[config.mk]
export PLATFORM = sky130hd
export DESIGN_NAME = pipelined_rc_adder
export DESIGN_NICKNAME = d
export VERILOG_FILES = /design/src/rtl/adder_pkg.sv /design/src/rtl/rca_chunk.sv /design/src/rtl/pipelined_rc_adder.sv
export SDC_FILE = /design/constraint.sdc
export NUM_CORES = 1
export LEC_CHECK = 0
export CELL_PAD_IN_SITES_DETAIL_PLACEMENT = 1
export CELL_PAD_IN_SITES_GLOBAL_PLACEMENT = 2
export CORE_AREA = 2 2 104 106
export CTS_BUF_LIST = sky130_fd_sc_hd__clkbuf_2 sky130_fd_sc_hd__clkbuf_4 sky130_fd_sc_hd__clkbuf_8
export DETAILED_ROUTE_END_ITERATION = 12
export DIE_AREA = 0 0 106 108
export GPL_TIMING_DRIVEN = 0
export PLACE_DENSITY_LB_ADDON = 0.1
export SLEW_MARGIN = 20
export SYNTH_ARGS = -nofsm -noshare
export SYNTH_HDL_FRONTEND = slang
export SYNTH_SLANG_ARGS = --single-unit
[constraint.sdc]
create_clock -name clk -period 7.4 [get_ports clk]
set_input_delay 1.48 -clock clk [delete_from_list [all_inputs] [get_ports clk]]
set_output_delay 1.48 -clock clk [all_outputs]
set_load 0.02 [all_outputs]
[src/rtl/adder_pkg.sv]
// Shared helpers and encodings for the pipelined ripple-carry adder/subtractor.
package adder_pkg;

  localparam logic SUB_ADD = 1'b0;
  localparam logic SUB_SUB = 1'b1;

  function automatic int chunk_w(input int width, input int stages);
    return (stages > 0) ? (width / stages) : 0;
  endfunction

  // Signed overflow occurs when the carry into the MSB differs from the carry out of it.
  function automatic logic signed_ovf(input logic c_into_msb, input logic c_out_msb);
    return c_into_msb ^ c_out_msb;
  endfunction

endpackage

[src/rtl/rca_chunk.sv]
// Purely combinational W-bit ripple of full-adder cells; also exposes the carry into its MSB.
module rca_chunk #(
  parameter int W = 4
) (
  input  logic [W-1:0] a_i,
  input  logic [W-1:0] b_i,
  input  logic         c_i,
  output logic [W-1:0] sum_o,
  output logic         cout_o,
  output logic         cmsb_o
);

  logic [W:0] c_s;

  // Full-adder ripple, LSB first.
  always_comb begin
    c_s    = {(W+1){1'b0}};
    sum_o  = {W{1'b0}};
    c_s[0] = c_i;
    for (int i = 0; i < W; i++) begin
      sum_o[i]  = a_i[i] ^ b_i[i] ^ c_s[i];
      c_s[i+1]  = (a_i[i] & b_i[i]) | (c_s[i] & (a_i[i] ^ b_i[i]));
    end
  end

  assign cout_o = c_s[W];
  assign cmsb_o = c_s[W-1];

endmodule

[src/rtl/pipelined_rc_adder.sv]
// Pipelined ripple-carry adder/subtractor: one CHUNK-bit ripple per stage, valid/ready on both sides,
// a single global advance so the whole pipe stalls together when the consumer is not ready.
module pipelined_rc_adder
  import adder_pkg::*;
#(
  parameter int WIDTH  = 16,
  parameter int STAGES = 4
) (
  input  logic             clk,
  input  logic             rst_n,
  input  logic             in_valid,
  output logic             in_ready,
  input  logic [WIDTH-1:0] a,
  input  logic [WIDTH-1:0] b,
  input  logic             cin,
  input  logic             sub,
  output logic             out_valid,
  input  logic             out_ready,
  output logic [WIDTH-1:0] sum,
  output logic             cout,
  output logic             ovf
);

  localparam int CW = chunk_w(WIDTH, STAGES);

  if (WIDTH < 1 || STAGES < 1 || (WIDTH % STAGES) != 0) begin : g_param_err
    $error("pipelined_rc_adder: WIDTH must be >= 1 and a multiple of STAGES");
  end

  // Each slot carries the full operands; stage k only consumes bits [k*CW +: CW].
  typedef struct packed {
    logic             valid;
    logic             carry;
    logic             ovf;
    logic [WIDTH-1:0] s;
    logic [WIDTH-1:0] a;
    logic [WIDTH-1:0] b;
  } stage_t;

  stage_t           src_s   [STAGES];
  stage_t           stage_d [STAGES];
  stage_t           stage_q [STAGES];
  logic             advance_s;
  logic [WIDTH-1:0] b_eff_s;
  logic             c_eff_s;

  assign b_eff_s   = (sub == SUB_SUB) ? ~b   : b;
  assign c_eff_s   = (sub == SUB_SUB) ? ~cin : cin;
  assign advance_s = !stage_q[STAGES-1].valid || out_ready;
  assign in_ready  = advance_s;

  for (genvar k = 0; k < STAGES; k++) begin : g_stage
    logic [CW-1:0]    ch_sum_s;
    logic             ch_cout_s;
    logic             ch_cmsb_s;
    logic [WIDTH-1:0] s_nxt_s;

    if (k == 0) begin : g_first
      assign src_s[k] = '{valid: in_valid, carry: c_eff_s, ovf: 1'b0,
                          s: {WIDTH{1'b0}}, a: a, b: b_eff_s};
    end else begin : g_next
      assign src_s[k] = stage_q[k-1];
    end

    rca_chunk #(.W(CW)) u_chunk (
      .a_i    (src_s[k].a[k*CW +: CW]),
      .b_i    (src_s[k].b[k*CW +: CW]),
      .c_i    (src_s[k].carry),
      .sum_o  (ch_sum_s),
      .cout_o (ch_cout_s),
      .cmsb_o (ch_cmsb_s)
    );

    // Splice this stage's chunk into the partial sum handed down the pipe.
    always_comb begin
      s_nxt_s              = src_s[k].s;
      s_nxt_s[k*CW +: CW]  = ch_sum_s;
    end

    assign stage_d[k] = '{valid: src_s[k].valid,
                          carry: ch_cout_s,
                          ovf:   (k == STAGES-1) ? signed_ovf(ch_cmsb_s, ch_cout_s) : 1'b0,
                          s:     s_nxt_s,
                          a:     src_s[k].a,
                          b:     src_s[k].b};
  end

  // Stage registers: cleared by reset, shifted together on advance, held otherwise.
  always_ff @(posedge clk) begin
    if (!rst_n) begin
      for (int k = 0; k < STAGES; k++) begin
        stage_q[k] <= '0;
      end
    end else if (advance_s) begin
      for (int k = 0; k < STAGES; k++) begin
        stage_q[k] <= stage_d[k];
      end
    end
  end

  assign out_valid = stage_q[STAGES-1].valid;
  assign sum       = stage_q[STAGES-1].s;
  assign cout      = stage_q[STAGES-1].carry;
  assign ovf       = stage_q[STAGES-1].ovf;

endmodule

==> results of run 1 <==
-- metrics by stage --
stage	setup slack, ns	util [%]
finish	2.81	54.6
global route	2.76	54.6
CTS	2.80	54.6
detailed placement	2.79	52.0
global placement	1.42	51.8
floorplan	2.98	-
-- per-layer routing --
layer / global-route usage, % / up-vias / part of all wire [%]
li1: - / 1131 / -
met1: 23.2 / 1252 / 43
met2: 30.5 / 48 / 52
met3: 2.89 / 13 / 2.7
met4: 7.33 / 0 / 1.8
met5: 0 / - / 0
-- report_power, final --
group	leakage, nW	total (W)	switching [W]	internal [W]
logic	1.08	0.000126	0.0000576	0.0000686
registers	1.15	0.000659	0.0000115	0.000647
clock network	0.134	0.000446	0.000184	0.000261
total	2.36	0.00123	0.000253	0.000977
-- path summary, 6_finish.rpt --
path / to / slack [ns] / startpoint / cells after the start
min reg2reg: stage_q[2][50]$_SDFFCE_PN0P_ / 0.56 / stage_q[1][50]$_SDFFCE_PN0P_ / 1
max reg2reg: stage_q[3][47]$_SDFFCE_PN0P_ / 4.89 / stage_q[2][49]$_SDFFCE_PN0P_ / 8
min: stage_q[2][50]$_SDFFCE_PN0P_ / 0.56 / stage_q[1][50]$_SDFFCE_PN0P_ / 1
max: in_ready / 2.81 / out_ready / 7
-- cells in the mapped netlist --
| cell | n | area [um^2] |
|---|---|---|
| and3b_1 | 70 | 613 |
| and3b_2 | 3 | 30.0 |
| buf_12 | 2 | 40.0 |
| buf_2 | 2 | 10.0 |
| buf_4 | 2 | 15.0 |
| buf_6 | 4 | 45.0 |
| buf_8 | 1 | 15.0 |
| clkbuf_1 | 6 | 22.5 |
| clkbuf_2 | 6 | 30.0 |
| edfxtp_1 | 97 | 2910 |
| fa_1 | 16 | 320 |
| inv_1 | 27 | 101 |
| nand2_1 | 1 | 3.75 |
| nor2b_4 | 1 | 13.8 |
| nor3b_1 | 11 | 82.6 |
| nor3b_2 | 13 | 163 |
| xnor2_1 | 15 | 131 |
| xor2_1 | 3 | 26.3 |
-- logic make-up after synthesis --
logic type | after synthesis
simple gates | 99
buf+inv | 50
fa+ha+maj | 16
flops | 97
xor+xnor | 18
-- final cells by class --
cell class | count | share of cell area [%]
Buffer | 23 | 3.18
Tap cell | 136 | 3.05
Multi-Input combinational cell | 133 | 24.9
Clock buffer | 10 | 2.35
Inverter | 27 | 1.81
Timing Repair Buffer | 56 | 10.2
Sequential cell | 97 | 52.2
Clock inverter | 6 | 2.33
-- cells in the final DEF, fill, tap and decap left out, drive strengths merged --
| master | Yosys | final |
|---|---|---|
| fa | 16 | 16 |
| xor2 | 3 | 3 |
| clkdlybuf4s50 | 0 | 55 |
| edfxtp | 97 | 97 |
| nor3b | 24 | 24 |
| nand2 | 1 | 1 |
| buf | 11 | 12 |
| bufinv | 0 | 4 |
| xnor2 | 15 | 15 |
| nor2b | 1 | 1 |
| inv | 27 | 27 |
| and3b | 73 | 73 |
| clkinv | 0 | 2 |
| clkbuf | 12 | 22 |
==> impl_metrics.tcl, run 1 <==
set metrics [dict create \
    synth_compound_area_share_pct 0 \
    crit_top_cell "clkdlybuf4s50_1" \
    dpl.cell_count 472 \
    cp_max_fo 10 \
    die_height_um 108 \
    clockRootBuffer "clkbuf_8" \
    drtAntennaViolNets 0 \
    grt_max_degree 57 \
    clk_latency_ns 0.37 \
    path_cells "clkdlybuf4s50_1, nor2b_4, buf_6, buf_8, buf_12, inv_1, clkdlybuf4s50_1" \
    crit_path_start_kind "input port" \
    yosys-mux-area-fraction_pct 0 \
    setup_violations 0 \
    maxSlewHeadroom_pct 49.0 \
    n_fill_cell 963 \
    synth-xor-area-share_pct 3.45 \
    largest_register_ff_count 97 \
    num_io_pins 58 \
    layout-drive-gt1-share_pct 14.8 \
    slowest_stage "clkdlybuf4s50_1" \
    top_regs "stage_q: 97 flops" \
    overflow 0 \
    synthAdderAreaFrac_pct 7.00 \
    vias 2444 \
    wl_mm 9.18 \
    detailed_place.area_um2 5320 \
    cpPeakStageDelay_ns 0.60 \
    nets 401 \
    dpl.hpwl_mm 6.12 \
    synthDistinctLibCells 18 \
    status "completed" \
    core_area_um2 10200 \
    first_pass_iters 4 \
    die_area_um2 11400 \
    first_iter_violations 73 \
    initial_core_util_pct 44.7 \
    ctsHoldBuffers 0 \
    wl_per_cell_um 18.8 \
    grt_pass1_wl_mm 14.9 \
    multi_input_area_um2 1390 \
    grt_setup_unrepaired "no" \
    cts_resized 0 \
    yosysSeqAreaShare_pct 63.7 \
    antenna_cells 0 \
    clockBufferDepth 2 \
    htreeDepth 3 \
    antenna_found_initial 0 \
    die_w_um 106 \
    ys_warn_count 0 \
    row_count 37 \
    gp_congestion 0.742 \
    syn-mean-instance-area_um2 16.3 \
    maxSlewViolCount 0 \
    cts_sinks 97 \
    viasPerCell 5.01 \
    cts_setup_buffers 0 \
    skew_ns 0.0118 \
    largest-register "stage_q" \
    ir_drop_uv 106 \
    synth_top_family_by_area "simple AND/OR/NAND/NOR gates" \
    cts_tree "built" \
    syn_inst 280 \
    port_buffers 55 \
    synth_area_um2 4580 \
    min_period_ns 4.59 \
    cp_num_buf_inv 6 \
    power.total_w 0.00123 \
    setup_tns_ns 0 \
    hold_path.class "reg2reg" \
    power_leakage_nw 2.36 \
    finalCritPeriodShare_pct 62.0 \
    clk_pin_slew_worst_paths_ns 0.09 \
    arrival_ns 3.11 \
    seq_area_um2 2910 \
    drc 0 \
    critPathKind "in2out" \
    syn-num-nets 334 \
    fmax_mhz 218 \
    critPathRequiredTime_ns 5.92 \
    critPathTopFamily "buffers and inverters" \
    critPathCaptureType "output port" \
    fin_cells 488 \
    synth-simple-area-share_pct 19.8 \
    cts_buffers 9 \
    finalHoldViolCount 0 \
    grt_pass1_vias 2650 \
    track_usage_pct 17.9 \
    finalInstanceArea_um2 5590 \
    hold_ws_ns 0.562 \
    worst_slew_pin_slew_ns 0.764 \
    ys_seq_elements 97 \
    cap_violations 0 \
    p_per_area_nw_per_um2 220 \
    area_growth_pct 22.1 \
]
No activity file was read; power rests on OpenSTA's default activity.
==> run 2: changes to the inputs <==
--- a/config.mk
+++ b/config.mk
@@ -7,10 +7,10 @@
 export LEC_CHECK = 0
 export CELL_PAD_IN_SITES_DETAIL_PLACEMENT = 1
 export CELL_PAD_IN_SITES_GLOBAL_PLACEMENT = 2
-export CORE_AREA = 2 2 104 106
+export CORE_AREA = 2 2 113 115
 export CTS_BUF_LIST = sky130_fd_sc_hd__clkbuf_2 sky130_fd_sc_hd__clkbuf_4 sky130_fd_sc_hd__clkbuf_8
 export DETAILED_ROUTE_END_ITERATION = 12
-export DIE_AREA = 0 0 106 108
+export DIE_AREA = 0 0 115 117
 export GPL_TIMING_DRIVEN = 0
 export PLACE_DENSITY_LB_ADDON = 0.1
 export SLEW_MARGIN = 20
==> constraint.sdc (replaced) <==
create_clock -name clk -period 3.85 [get_ports clk]
set_input_delay 0.77 -clock clk [delete_from_list [all_inputs] [get_ports clk]]
set_output_delay 0.77 -clock clk [all_outputs]
set_load 0.02 [all_outputs]
==> run 2 against run 1 <==
Wire length down 2.8%. Clock skew fell by 0.0025 ns. Utilization fell by 9.8 points. Combinational power rose by 88%. Cell count is 3.1% higher. Worst setup slack worse by 2.1 ns. Flip-flop and latch count unchanged. Total power grew 69%. Clock power rose by 29%. Register-to-register slack worse by 3.6 ns. Non-clock buffer count up 1. Critical path type unchanged. Largest power group unchanged. Highest routed layer unchanged.
==> impl_metrics.tcl, run 2 (same netlist as run 1, synthesis figures left out) <==
set metrics [dict create \
    overflow 0 \
    cpPeakStageDelay_ns 0.59 \
    maxSlewViolCount 0 \
    die_height_um 117 \
    track_usage_pct 14.5 \
    clockBufferDepth 2 \
    htreeDepth 3 \
    gp_congestion 0.705 \
    num_io_pins 58 \
    final_common_cell "edfxtp_1" \
    port_buffers 55 \
    arrival_ns 2.40 \
    internal_power_w 0.00161 \
    core_area_um2 12300 \
    row_count 41 \
    ff2ff_setup_slack_ns 1.25 \
    cts_sinks 97 \
    critPathTopFamily "buffers and inverters" \
    p_switching_w 0.000470 \
    viasPerCell 4.77 \
    worst_slew_pin_slew_ns 0.548 \
    grt_pass1_vias 2557 \
    p_per_area_nw_per_um2 376 \
    power.total_w 0.00208 \
    cp_max_fo 10 \
    pwr-share-seq_pct 60.9 \
    drtAntennaViolNets 0 \
    dpl.hpwl_mm 6.07 \
    die_area_um2 13500 \
    wl_per_cell_um 17.7 \
    cap_violations 0 \
    n_fill_cell 1235 \
    hold_path.startpoint "stage_q[0][8]$_SDFFCE_PN0P_" \
    clk_pin_slew_worst_paths_ns 0.09 \
    top_regs "stage_q: 97 flops" \
    finalHoldViolCount 0 \
    cp.depth 7 \
    grt_max_degree 40 \
    min_to "stage_q[1][8]$_SDFFCE_PN0P_" \
    crit_top_cell "clkdlybuf4s50_1" \
    initial_core_util_pct 37.2 \
    worst_slack_ns 0.682 \
    nets 402 \
    crit_path_start_kind "input port" \
    finalCritPeriodShare_pct 82.3 \
    reg2reg_from "stage_q[2][49]$_SDFFCE_PN0P_" \
    area_growth_pct 20.6 \
    critPathRequiredTime_ns 3.08 \
    drc 0 \
    vias 2397 \
    ir_drop_uv 157 \
    status "completed" \
    setup_violations 0 \
    critPathKind "in2out" \
    place_ws_ns 0.588 \
    r2r_end "stage_q[3][47]$_SDFFCE_PN0P_" \
    largest-register "stage_q" \
    wl_mm 8.93 \
    clk_latency_ns 0.37 \
    clockRootBuffer "clkbuf_8" \
    cts_setup_buffers 0 \
    hold_path_depth 1 \
    first_iter_violations 117 \
    grt_setup_unrepaired "no" \
    layout-drive-gt1-share_pct 13.9 \
    antenna_cells 0 \
    power_leakage_nw 2.32 \
    setup_tns_ns 0 \
    cp_num_buf_inv 6 \
    final_cell_mix "edfxtp_1 (97), and3b_1 (70), clkdlybuf4s50_1 (55)" \
    skew_ns 0.00930 \
    swShare_pct 22.6 \
    reg2regPathDepth 8 \
    cts_buffers 9 \
    cts_tree "built" \
    pwr-share-clk_pct 27.7 \
    fmax_mhz 316 \
    maxSlewHeadroom_pct 63.4 \
    largest_register_ff_count 97 \
    cts_resized 0 \
    path_cells "clkdlybuf4s50_1, nor2b_4, buf_6, buf_8, buf_12, inv_1, clkdlybuf4s50_1" \
    slowest_stage "clkdlybuf4s50_1" \
    hold_path.class "reg2reg" \
    die_w_um 115 \
    p_comb_share_pct 11.4 \
    first_pass_iters 4 \
    min_period_ns 3.17 \
    critPathCaptureType "output port" \
    antenna_found_initial 0 \
    grt_pass1_wl_mm 14.1 \
    ctsHoldBuffers 0 \
]
[run 2: changes by cell type in the layout (fill, tap and decap cells not counted)]
| cell | change |
|---|---|
| bufinv_16 | -4 |
| clkinv_1 | +4 |
| buf_12 | +1 |
[run 2: worst max path at each step]
stage / startpoint / endpoint / slack [ns]
2_1_floorplan: out_ready / stage_q[0][10]$_SDFFCE_PN0P_ / 0.14
4_1_cts: out_ready / in_ready / 0.67
3_3_place_gp: out_ready / stage_q[3][36]$_SDFFCE_PN0P_ / -1.50
3_5_place_dp: b[0] / stage_q[0][35]$_SDFFCE_PN0P_ / 0.59
6_report: out_ready / in_ready / 0.68
5_1_grt: out_ready / in_ready / 0.63
[run 2: power groups by stage]
stage,sequential [W],combinational (W),clock (W)
2_1_floorplan,0.00130,0.000127,0
3_5_place_dp,0.00129,0.000243,0
4_1_cts,0.00127,0.000244,0.000593
6_report,0.00126,0.000237,0.000574
3_3_place_gp,0.00129,0.000237,0
5_1_grt,0.00127,0.000265,0.000635
[run 2: worst register-to-register path: stages, from the launching register on]
cell and delay [ns]:
edfxtp_1 0.44, fa_1 0.44, inv_1 0.09, fa_1 0.17, inv_1 0.06, fa_1 0.48
inv_1 0.11, fa_1 0.41, nor3b_2 0.25
[run 2: through the flow]
| step | util [%] | instances | instance area [um^2] | hold slack, ns |
|---|---|---|---|---|
| 2_1_floorplan | - | 280 | 4580 | 0.531 |
| 3_3_place_gp | 43.2 | 485 | 5310 | 0.534 |
| 3_5_place_dp | 43.5 | 487 | 5360 | 0.543 |
| 4_1_cts | 44.8 | 503 | 5520 | 0.562 |
| 5_1_grt | 44.8 | 503 | 5520 | 0.573 |
| 6_report | 44.8 | 503 | 5520 | 0.556 |
[run 2: routing by layer]
layer	GRT usage [%]	vias to the layer above	share of wire [%]
met5	0	-	0
met1	18.9	1212	47
met2	23.7	43	48
met3	3.04	12	2.8
li1	-	1130	-
met4	6.27	0	1.9
[run 2: final cells by class]
cell class	instances	area [um^2]	share of cell area, %
clock buffer	10	131	2.38
sequential	97	2910	52.8
multi-input combinational	133	1390	25.2
tap	150	188	3.40
inverter	27	101	1.84
clock inverter	6	25.0	0.454
buffer	23	178	3.22
timing repair buffer	57	591	10.7
